## src/rtl/seq_mag_comp_if.sv

```systemverilog
// Start/busy/done handshake bundle for the sequential magnitude comparator.
// Master drives the request and operands; slave returns status and result.
interface seq_mag_comp_if #(
  parameter int WIDTH = 16
) ();
  logic             start;
  logic [WIDTH-1:0] a;
  logic [WIDTH-1:0] b;
  logic             signed_mode;
  logic             busy;
  logic             done;
  logic             gt;
  logic             eq;
  logic             lt;

  modport master (
    output start, a, b, signed_mode,
    input  busy, done, gt, eq, lt
  );

  modport slave (
    input  start, a, b, signed_mode,
    output busy, done, gt, eq, lt
  );
endinterface

```

## src/rtl/seq_mag_comp.sv

```systemverilog
// Multi-cycle magnitude comparator, MSB-first, DIGIT bits per clock.
// Signed compares flip both sign bits and then compare unsigned.
module seq_mag_comp #(
  parameter int WIDTH      = 16,
  parameter int DIGIT      = 4,
  parameter int EARLY_EXIT = 1
) (
  input logic           clk,
  input logic           reset,
  seq_mag_comp_if.slave bus
);
  localparam int N  = WIDTH / DIGIT;
  localparam int CW = (N > 1) ? $clog2(N) : 1;
  localparam logic [WIDTH-1:0] L_MSB =
    WIDTH'(1) << (WIDTH - 1);
  localparam logic [CW-1:0] L_LAST = CW'(N - 1);

  typedef enum logic [1:0] {
    S_IDLE,
    S_RUN,
    S_DONE
  } state_t;

  state_t           r_state;
  logic [WIDTH-1:0] r_a;
  logic [WIDTH-1:0] r_b;
  logic [CW-1:0]    r_cnt;
  logic             r_dec;
  logic             r_sgt;
  logic             r_slt;
  logic             r_busy;
  logic             r_done;
  logic             r_gt;
  logic             r_eq;
  logic             r_lt;

  logic [DIGIT-1:0] w_da;
  logic [DIGIT-1:0] w_db;
  logic             w_hi;
  logic             w_lo;
  logic             w_dec;
  logic             w_gt;
  logic             w_lt;
  logic             w_fin;
  logic [WIDTH-1:0] w_flip;

  // Operands shift left each cycle, so the live digit is always on top.
  assign w_da   = r_a[WIDTH-1 -: DIGIT];
  assign w_db   = r_b[WIDTH-1 -: DIGIT];
  assign w_hi   = w_da > w_db;
  assign w_lo   = w_da < w_db;
  assign w_dec  = r_dec | w_hi | w_lo;
  assign w_gt   = r_dec ? r_sgt : w_hi;
  assign w_lt   = r_dec ? r_slt : w_lo;
  assign w_fin  = (r_cnt == '0) ||
                  ((EARLY_EXIT != 0) && w_dec);
  assign w_flip = bus.signed_mode ? L_MSB : '0;

  assign bus.busy = r_busy;
  assign bus.done = r_done;
  assign bus.gt   = r_gt;
  assign bus.eq   = r_eq;
  assign bus.lt   = r_lt;

  // Control FSM with registered status and result outputs.
  always_ff @(posedge clk) begin
    if (reset) begin
      r_state <= S_IDLE;
      r_a     <= '0;
      r_b     <= '0;
      r_cnt   <= '0;
      r_dec   <= 1'b0;
      r_sgt   <= 1'b0;
      r_slt   <= 1'b0;
      r_busy  <= 1'b0;
      r_done  <= 1'b0;
      r_gt    <= 1'b0;
      r_eq    <= 1'b0;
      r_lt    <= 1'b0;
    end else begin
      r_done <= 1'b0;
      unique case (r_state)
        S_IDLE, S_DONE: begin
          if (bus.start) begin
            r_a     <= bus.a ^ w_flip;
            r_b     <= bus.b ^ w_flip;
            r_cnt   <= L_LAST;
            r_dec   <= 1'b0;
            r_sgt   <= 1'b0;
            r_slt   <= 1'b0;
            r_busy  <= 1'b1;
            r_state <= S_RUN;
          end else begin
            r_state <= S_IDLE;
          end
        end
        S_RUN: begin
          if (w_fin) begin
            r_state <= S_DONE;
            r_busy  <= 1'b0;
            r_done  <= 1'b1;
            r_gt    <= w_gt;
            r_lt    <= w_lt;
            r_eq    <= ~w_dec;
          end else begin
            r_dec <= w_dec;
            r_sgt <= w_gt;
            r_slt <= w_lt;
            r_cnt <= r_cnt - CW'(1);
            r_a   <= r_a << DIGIT;
            r_b   <= r_b << DIGIT;
          end
        end
        default: begin
          r_state <= S_IDLE;
          r_busy  <= 1'b0;
        end
      endcase
    end
  end
endmodule
```

## src/flat_wrapper.sv

```systemverilog
// flat-port wrapper written by rule: the top's interface ports become plain ports
module seq_mag_comp_flat 
#(
  parameter int WIDTH      = 16,
  parameter int DIGIT      = 4,
  parameter int EARLY_EXIT = 1
)
  (clk, reset, bus_start, bus_a, bus_b, bus_signed_mode, bus_busy, bus_done, bus_gt, bus_eq, bus_lt);
  seq_mag_comp_if #(.WIDTH(WIDTH)) bus_i ();
  input logic clk;
  input logic reset;
  input wire logic [$bits(bus_i.start)-1:0] bus_start;
  input wire logic [$bits(bus_i.a)-1:0] bus_a;
  input wire logic [$bits(bus_i.b)-1:0] bus_b;
  input wire logic [$bits(bus_i.signed_mode)-1:0] bus_signed_mode;
  output wire logic [$bits(bus_i.busy)-1:0] bus_busy;
  output wire logic [$bits(bus_i.done)-1:0] bus_done;
  output wire logic [$bits(bus_i.gt)-1:0] bus_gt;
  output wire logic [$bits(bus_i.eq)-1:0] bus_eq;
  output wire logic [$bits(bus_i.lt)-1:0] bus_lt;
  assign bus_i.start = bus_start;
  assign bus_i.a = bus_a;
  assign bus_i.b = bus_b;
  assign bus_i.signed_mode = bus_signed_mode;
  assign bus_busy = bus_i.busy;
  assign bus_done = bus_i.done;
  assign bus_gt = bus_i.gt;
  assign bus_eq = bus_i.eq;
  assign bus_lt = bus_i.lt;
  seq_mag_comp #(.WIDTH(WIDTH), .DIGIT(DIGIT), .EARLY_EXIT(EARLY_EXIT)) u_core (.clk(clk), .reset(reset), .bus(bus_i));
endmodule
```

## config.mk

```make
export PLATFORM = sky130hd
export DESIGN_NAME = seq_mag_comp_flat
export DESIGN_NICKNAME = d
export VERILOG_FILES = /design/src/rtl/seq_mag_comp_if.sv /design/src/rtl/seq_mag_comp.sv /design/src/flat_wrapper.sv
export SDC_FILE = /design/constraint.sdc
export NUM_CORES = 1
export LEC_CHECK = 0
export CORE_UTILIZATION = 51
export DETAILED_ROUTE_END_ITERATION = 16
export GPL_TIMING_DRIVEN = 0
export PLACE_DENSITY_LB_ADDON = 0.25
export SKIP_CTS_REPAIR_TIMING = 1
export SLEW_MARGIN = 20
export SYNTH_ARGS = -nofsm -noshare
export SYNTH_HDL_FRONTEND = slang
export SYNTH_SLANG_ARGS = --single-unit
```

## constraint.sdc

```tcl
create_clock -name clk -period 2.45 [get_ports clk]
set_input_delay 0.3675 -clock clk [delete_from_list [all_inputs] [get_ports clk]]
set_output_delay 0.3675 -clock clk [all_outputs]
set_load 0.1 [all_outputs]
```

==> impl_metrics.prom, run 1 <==
# TYPE chip_impl_metric gauge
chip_impl_info{name="critical_path.reg2reg.endpoint",value="u_core.r_a[9]"} 1
chip_impl_info{name="rsz_0062_raised_after_global_routing",value="false"} 1
chip_impl_info{name="critical_path.startpoint_type",value="flip-flop"} 1
chip_impl_metric{name="finalCritPeriodShare",unit=""} 0.8985
chip_impl_metric{name="numPortBuffers",unit=""} 39
chip_impl_metric{name="cts.reportedPaths.clkPinSlew",unit="ns"} 0.09
chip_impl_metric{name="fillCellCount",unit=""} 333
chip_impl_metric{name="worst_slew_margin_rel",unit=""} 0.3560
chip_impl_info{name="hold_path_end",value="u_core.r_sgt"} 1
chip_impl_metric{name="worstPathBufferInverterCount",unit=""} 3
chip_impl_metric{name="final_hold_viol_count",unit=""} 0
chip_impl_metric{name="num_antenna_cells",unit=""} 0
chip_impl_metric{name="met3_usage_grt",unit=""} 0.06724
chip_impl_metric{name="dp_hpwl",unit="µm"} 3223
chip_impl_metric{name="synth-async-reset-ratio",unit=""} 0
chip_impl_metric{name="synth.avg_cell_area",unit="µm²"} 9.440
chip_impl_metric{name="vias",unit=""} 1769
chip_impl_info{name="outcome",value="finished clean"} 1
chip_impl_metric{name="gr-usage-all-layers",unit=""} 0.2385
chip_impl_metric{name="synth_edf_count",unit=""} 0
chip_impl_metric{name="drt-wirelength-per-cell",unit="µm"} 14.19
chip_impl_info{name="tritoncts",value="yes"} 1
chip_impl_info{name="synthTopCellsByCount",value="sky130_fd_sc_hd__nand2_1, sky130_fd_sc_hd__dfxtp_1, sky130_fd_sc_hd__nor3_1"} 1
chip_impl_metric{name="dp_slack",unit="ns"} 0.2575
chip_impl_info{name="path_class",value="flip-flop to flip-flop"} 1
chip_impl_metric{name="cts_inserted_buffers",unit=""} 5
chip_impl_metric{name="tightest_pin_transition",unit="ns"} 0.9630
chip_impl_metric{name="dieArea",unit="µm²"} 4370
chip_impl_metric{name="post_synth_inst_count",unit=""} 222
chip_impl_metric{name="die_h",unit="µm"} 66.11
chip_impl_metric{name="placeableCoreArea",unit="µm²"} 3799
chip_impl_info{name="cpLargestDelayFamily",value="compound AO/OA/AOI/OAI gates"} 1
chip_impl_info{name="hold_start",value="u_core.r_sgt"} 1
chip_impl_metric{name="global_route.overflow_total",unit=""} 0
chip_impl_metric{name="clk_latency",unit="ns"} 0.31
chip_impl_metric{name="period_needed",unit="ns"} 2.201
chip_impl_metric{name="drive_above_1_share",unit=""} 0.1413
chip_impl_info{name="clk_root_buffer_cell",value="sky130_fd_sc_hd__clkbuf_8"} 1
chip_impl_metric{name="final_nets",unit=""} 309
chip_impl_metric{name="worst-r2r-setup-slack",unit="ns"} 0.25
chip_impl_metric{name="drcViolationCount",unit=""} 0
chip_impl_metric{name="achievable_freq",unit="MHz"} 454.3
chip_impl_info{name="synthMostInstantiatedCell",value="sky130_fd_sc_hd__nand2_1"} 1
chip_impl_metric{name="max_cap_violations",unit=""} 0
chip_impl_metric{name="ys_warn_count",unit=""} 0
chip_impl_metric{name="grt_first_pass_wirelength",unit="µm"} 7776
chip_impl_metric{name="floorplan.initialDensity",unit=""} 0.5517
chip_impl_metric{name="synthToLayoutAreaGrowth",unit="%"} 26.81
chip_impl_metric{name="ff_latch_area",unit="µm²"} 880.8
chip_impl_metric{name="drt_iter0_markers",unit=""} 73
chip_impl_metric{name="place.gp.congestion",unit=""} 0.7694
chip_impl_metric{name="p_total",unit="µW"} 1777
chip_impl_info{name="critical_path.cell_chain",value="inv_1 -> ha_1 -> nand4_1 -> a2111oi_4 -> or2_1 -> buf_2 -> buf_6 -> a311oi_2"} 1
chip_impl_metric{name="multi_input_area",unit="µm²"} 1061
chip_impl_metric{name="setup_viol",unit=""} 0
chip_impl_info{name="yosys-top-cells-area",value="sky130_fd_sc_hd__dfxtp_1, sky130_fd_sc_hd__a311oi_2, sky130_fd_sc_hd__nand2_1"} 1
chip_impl_metric{name="placement_rows",unit=""} 22
chip_impl_metric{name="critical_path_required",unit="ns"} 2.61
chip_impl_metric{name="drt_first_pass_iters",unit=""} 4
chip_impl_metric{name="synth_top_area_frac",unit=""} 0.4203
chip_impl_info{name="synth_area_leader",value="sky130_fd_sc_hd__dfxtp_1"} 1
chip_impl_metric{name="antenna_found_initial",unit=""} 0
chip_impl_info{name="r2r-start",value="u_core.r_b[14]"} 1
chip_impl_metric{name="yosysSeqAreaShare",unit=""} 0.4203
chip_impl_info{name="gr-max-usage-layer",value="met2"} 1
chip_impl_metric{name="whs_path_depth",unit=""} 1
chip_impl_info{name="critical-path-slowest-cell",value="sky130_fd_sc_hd__a2111oi_4"} 1
chip_impl_metric{name="cts-root-to-sink-buffers",unit=""} 2
chip_impl_metric{name="synth.net_count",unit=""} 263
chip_impl_metric{name="power_per_cell_area",unit="nW/µm²"} 668.7
chip_impl_metric{name="leakagePower",unit="µW"} 0.0009553
chip_impl_metric{name="grt_util_met2",unit=""} 0.3980
chip_impl_metric{name="setup-tns-final",unit="ns"} 0
chip_impl_metric{name="cp_data_arrival_time",unit="ns"} 2.36
chip_impl_metric{name="vias_in_the_first_global_route",unit=""} 1735
chip_impl_info{name="endpoint_kind",value="flip-flop"} 1
chip_impl_metric{name="die_width",unit="µm"} 66.11
chip_impl_metric{name="drt-total-wl",unit="µm"} 4497
chip_impl_metric{name="yosys.cell_types.count",unit=""} 38
chip_impl_metric{name="final_critical_path_setup_slack",unit="ns"} 0.2488
chip_impl_metric{name="skew",unit="ns"} 0.006140
chip_impl_metric{name="timing.critical_path.slowest_cell_delay",unit="ns"} 0.47
chip_impl_metric{name="synth_area",unit="µm²"} 2096
chip_impl_metric{name="finalMaxSlewViolations",unit=""} 0
chip_impl_metric{name="clock_tree.htree_level_count",unit=""} 2
chip_impl_metric{name="worst-path-max-fanout",unit=""} 10
chip_impl_metric{name="io_pins",unit=""} 41
chip_impl_metric{name="route.detailed.vias_per_inst",unit=""} 5.580
chip_impl_metric{name="reg2regPathDepth",unit=""} 8
chip_impl_metric{name="tritoncts_num_sinks",unit=""} 44
chip_impl_metric{name="synth-seq-cells",unit=""} 44
chip_impl_info{name="hold_path_class",value="flip-flop to flip-flop"} 1
chip_impl_metric{name="vdd.ir_drop.worst",unit="µV"} 393.7
chip_impl_info{name="prevailing_post_synth_register_cell",value="sky130_fd_sc_hd__dfxtp_1"} 1
chip_impl_metric{name="grt_start_max_net_pins",unit=""} 15
chip_impl_metric{name="antenna_left",unit=""} 0
chip_impl_metric{name="grt_util_met1",unit=""} 0.2959
==> kinds of logic (layout without fill, tap and decap cells) <==
kind of cell,after synthesis,count (layout),share of synthesized area
and+or+nand+nor,91,91,0.2036
AOI/OAI and AO/OA,52,52,0.2645
DFF,44,44,0.4203
buffers and inverters,28,75,0.07343
adders and majority gates,5,5,0.02985
xor gates and xnor gates,2,2,0.008360
==> report_power, final <==
group | total (µW) | switching (µW) | internal, µW
Combinational | 414 | 235 | 179
Sequential | 802 | 30.2 | 772
Clock | 561 | 259 | 302
Total | 1780 | 524 | 1250
==> registers in the layout (all words and copies together), names as in the netlist <==
| signal | count |
|---|---|
| u_core.bus.done | 1 |
| u_core.r_a | 16 |
| u_core.r_cnt | 2 |
| u_core.r_dec | 1 |
| u_core.r_slt | 1 |
| u_core.r_state | 2 |
| u_core.bus.lt | 1 |
| u_core.r_sgt | 1 |
| u_core.bus.busy | 1 |
| u_core.r_b | 16 |
| u_core.bus.gt | 1 |
| u_core.bus.eq | 1 |
==> how the worst max path moves through the flow <==
stage / start / endpoint / slack, ns / cells after the start
floorplan: u_core.r_b[13] / u_core.r_a[10] / 0.51 / 9
global placement: bus_start / u_core.r_a[14] / 0.28 / 6
detailed placement: u_core.r_b[14] / u_core.r_a[7] / 0.26 / 8
CTS: u_core.r_b[14] / u_core.r_a[9] / 0.24 / 8
global route: u_core.r_b[13] / u_core.r_a[10] / 0.07 / 9
finish: u_core.r_b[14] / u_core.r_a[9] / 0.25 / 8
==> per-stage QoR <==
step                        util  area, µm²  hold WS (ns)  std cells
after detailed placement  0.6703       2546        0.4504        309
after global placement    0.6703       2546        0.4508        309
after floorplan                -       2096        0.4301        222
after CTS                 0.6996       2658        0.4742        317
final                     0.6996       2658        0.4722        317
after global routing      0.6996       2658        0.4932        317
==> layer usage <==
layer / wire [µm] / share of wire / vias up
met5: 0 / 0 / -
met4: 65 / 0.014 / 0
met3: 218 / 0.048 / 7
met2: 2106 / 0.47 / 47
met1: 2107 / 0.47 / 814
li1: - / - / 901
==> cell usage in the layout (no fill, tap or decap), types with 3 or more instances in the layout <==
cell type,synthesis,layout
sky130_fd_sc_hd__a21oi_1,4,4
sky130_fd_sc_hd__a22o_1,8,8
sky130_fd_sc_hd__a311oi_1,6,6
sky130_fd_sc_hd__a311oi_2,17,17
sky130_fd_sc_hd__and2_1,4,4
sky130_fd_sc_hd__buf_2,3,3
sky130_fd_sc_hd__buf_6,3,3
sky130_fd_sc_hd__clkbuf_1,11,11
sky130_fd_sc_hd__clkbuf_8,0,5
sky130_fd_sc_hd__clkdlybuf4s50_1,0,39
sky130_fd_sc_hd__dfxtp_1,44,44
sky130_fd_sc_hd__ha_1,5,5
sky130_fd_sc_hd__inv_1,8,8
sky130_fd_sc_hd__nand2_1,46,46
sky130_fd_sc_hd__nor2_1,4,4
sky130_fd_sc_hd__nor3_1,28,28
sky130_fd_sc_hd__o31ai_1,3,3
==> final cells by class <==
cell class,count,area share
multi-input cells,150,0.3992
flip-flops and latches,44,0.3315
repair buffers,39,0.1469
plain buffers,20,0.04661
clock buffers,5,0.02589
well taps,48,0.02260
clock inverters,3,0.01601
inverters,8,0.01130
No activity file was read; power rests on OpenSTA's default activity.
==> run 2: changes to the inputs <==
--- a/config.mk
+++ b/config.mk
@@ -5,7 +5,7 @@
 export SDC_FILE = /design/constraint.sdc
 export NUM_CORES = 1
 export LEC_CHECK = 0
-export CORE_UTILIZATION = 51
+export CORE_UTILIZATION = 45
 export DETAILED_ROUTE_END_ITERATION = 16
 export GPL_TIMING_DRIVEN = 0
 export PLACE_DENSITY_LB_ADDON = 0.25
==> impl_metrics.prom, run 2 (synthesis results as in run 1) <==
# TYPE chip_impl_metric gauge
chip_impl_info{name="outcome",value="finished clean"} 1
chip_impl_info{name="cpLargestDelayFamily",value="compound AO/OA/AOI/OAI gates"} 1
chip_impl_metric{name="setup_viol",unit=""} 0
chip_impl_metric{name="numPortBuffers",unit=""} 39
chip_impl_metric{name="antenna_left",unit=""} 0
chip_impl_metric{name="period_needed",unit="ns"} 2.202
chip_impl_metric{name="worst-path-max-fanout",unit=""} 10
chip_impl_info{name="mostFrequentLayoutCell",value="sky130_fd_sc_hd__nand2_1"} 1
chip_impl_metric{name="dieArea",unit="µm²"} 4934
chip_impl_metric{name="fillCellCount",unit=""} 385
chip_impl_metric{name="multi_input_area",unit="µm²"} 1061
chip_impl_info{name="critical_path.cell_chain",value="inv_1 -> ha_1 -> nand4_1 -> a2111oi_4 -> or2_1 -> buf_2 -> buf_6 -> a311oi_2"} 1
chip_impl_metric{name="place.gp.congestion",unit=""} 0.8334
chip_impl_metric{name="drt-wirelength-per-cell",unit="µm"} 14.31
chip_impl_metric{name="io_pins",unit=""} 41
chip_impl_metric{name="ff_latch_area",unit="µm²"} 880.8
chip_impl_metric{name="die_h",unit="µm"} 70.25
chip_impl_metric{name="vias",unit=""} 1740
chip_impl_metric{name="drt_first_pass_iters",unit=""} 4
chip_impl_metric{name="num_antenna_cells",unit=""} 0
chip_impl_metric{name="final_nets",unit=""} 309
chip_impl_metric{name="worst_slew_margin_rel",unit=""} 0.3574
chip_impl_metric{name="cp_data_arrival_time",unit="ns"} 2.35
chip_impl_info{name="clk_root_buffer_cell",value="sky130_fd_sc_hd__clkbuf_8"} 1
chip_impl_metric{name="finalCritPeriodShare",unit=""} 0.8986
chip_impl_metric{name="final_hold_viol_count",unit=""} 0
chip_impl_info{name="tritoncts",value="yes"} 1
chip_impl_metric{name="setup-tns-final",unit="ns"} 0
chip_impl_metric{name="achievable_freq",unit="MHz"} 454.2
chip_impl_metric{name="hold_ws",unit="ns"} 0.4713
chip_impl_metric{name="floorplan.initialDensity",unit=""} 0.4748
chip_impl_metric{name="cts.reportedPaths.clkPinSlew",unit="ns"} 0.08
chip_impl_metric{name="vdd.ir_drop.worst",unit="µV"} 416.7
chip_impl_metric{name="clk_latency",unit="ns"} 0.29
chip_impl_metric{name="global_route.overflow_total",unit=""} 0
chip_impl_metric{name="antenna_found_initial",unit=""} 0
chip_impl_metric{name="placement_rows",unit=""} 24
chip_impl_info{name="critical-path-slowest-cell",value="sky130_fd_sc_hd__a2111oi_4"} 1
chip_impl_info{name="endpoint_kind",value="flip-flop"} 1
chip_impl_metric{name="timing.critical_path.slowest_cell_delay",unit="ns"} 0.45
chip_impl_metric{name="drt_iter0_markers",unit=""} 76
chip_impl_metric{name="route.detailed.vias_per_inst",unit=""} 5.421
chip_impl_info{name="final_cell_mix",value="sky130_fd_sc_hd__nand2_1, sky130_fd_sc_hd__dfxtp_1, sky130_fd_sc_hd__clkdlybuf4s50_1, sky130_fd_sc_hd__nor3_1, sky130_fd_sc_hd__a311oi_2"} 1
chip_impl_metric{name="cts_inserted_buffers",unit=""} 5
chip_impl_metric{name="worstPathBufferInverterCount",unit=""} 3
chip_impl_info{name="reg_top3",value="u_core.r_a: 16 flops, u_core.r_b: 16 flops"} 1
chip_impl_metric{name="gr-usage-all-layers",unit=""} 0.1972
chip_impl_metric{name="grt_first_pass_wirelength",unit="µm"} 7631
chip_impl_metric{name="critical_path_required",unit="ns"} 2.60
chip_impl_metric{name="drt-total-wl",unit="µm"} 4594
chip_impl_info{name="critical_path.startpoint_type",value="flip-flop"} 1
chip_impl_metric{name="drive_above_1_share",unit=""} 0.1413
chip_impl_metric{name="synthToLayoutAreaGrowth",unit="%"} 26.15
chip_impl_metric{name="dp_hpwl",unit="µm"} 3412
chip_impl_metric{name="vias_in_the_first_global_route",unit=""} 1645
chip_impl_metric{name="leakagePower",unit="µW"} 0.0009521
chip_impl_metric{name="drcViolationCount",unit=""} 0
chip_impl_metric{name="cts-root-to-sink-buffers",unit=""} 2
chip_impl_metric{name="power_per_cell_area",unit="nW/µm²"} 639.9
chip_impl_metric{name="skew",unit="ns"} 0.005713
chip_impl_metric{name="grt_start_max_net_pins",unit=""} 14
chip_impl_info{name="rsz_0062_raised_after_global_routing",value="false"} 1
chip_impl_metric{name="finalMaxSlewViolations",unit=""} 0
chip_impl_metric{name="tightest_pin_transition",unit="ns"} 0.9608
chip_impl_metric{name="max_cap_violations",unit=""} 0
chip_impl_metric{name="placeableCoreArea",unit="µm²"} 4414
chip_impl_metric{name="tritoncts_num_sinks",unit=""} 44
chip_impl_metric{name="clock_tree.htree_level_count",unit=""} 2
chip_impl_metric{name="die_width",unit="µm"} 70.25
chip_impl_info{name="hold_path_class",value="flip-flop to flip-flop"} 1
chip_impl_info{name="path_class",value="flip-flop to flip-flop"} 1
run 2: final timing paths:
check	from	end	cells past startpoint	slack, ns
setup / recovery	u_core.r_b[14]	u_core.r_a[11]	8	0.25
hold / removal	u_core.r_sgt	u_core.r_sgt	1	0.47
setup reg to reg	u_core.r_b[14]	u_core.r_a[11]	8	0.25
hold reg to reg	u_core.r_sgt	u_core.r_sgt	1	0.47
run 2: area by class of cell:
class | instances | share of cell area
buffer | 20 | 0.04685
clock buffer | 6 | 0.03124
clock inverter | 2 | 0.003786
inverter | 8 | 0.01136
multi-input combinational | 150 | 0.4013
sequential | 44 | 0.3332
tap | 52 | 0.02461
timing repair buffer | 39 | 0.1477
run 2: metal layers:
layer | GRT usage | wire length [µm]
met2 | 0.3079 | 2161
met1 | 0.2693 | 2236
met3 | 0.04185 | 142
met4 | 0.06667 | 55
met5 | 0 | 0
run 2: report_power, final:
| part | internal, µW | switching, µW |
|---|---|---|
| clock | 225 | 247 |
| combinational | 179 | 237 |
| sequential | 772 | 30.8 |
| total | 1180 | 515 |
run 2: stage by stage:
step	utilization	instances	setup slack (ns)	power (µW)	area, µm²
after floorplan	-	222	0.5101	1108	2096
after global placement	0.5779	313	0.2598	1230	2551
after detailed placement	0.5779	313	0.2330	1236	2551
after CTS	0.5989	321	0.2407	1698	2644
after global routing	0.5989	321	0.1082	1770	2644
final	0.5989	321	0.2485	1692	2644
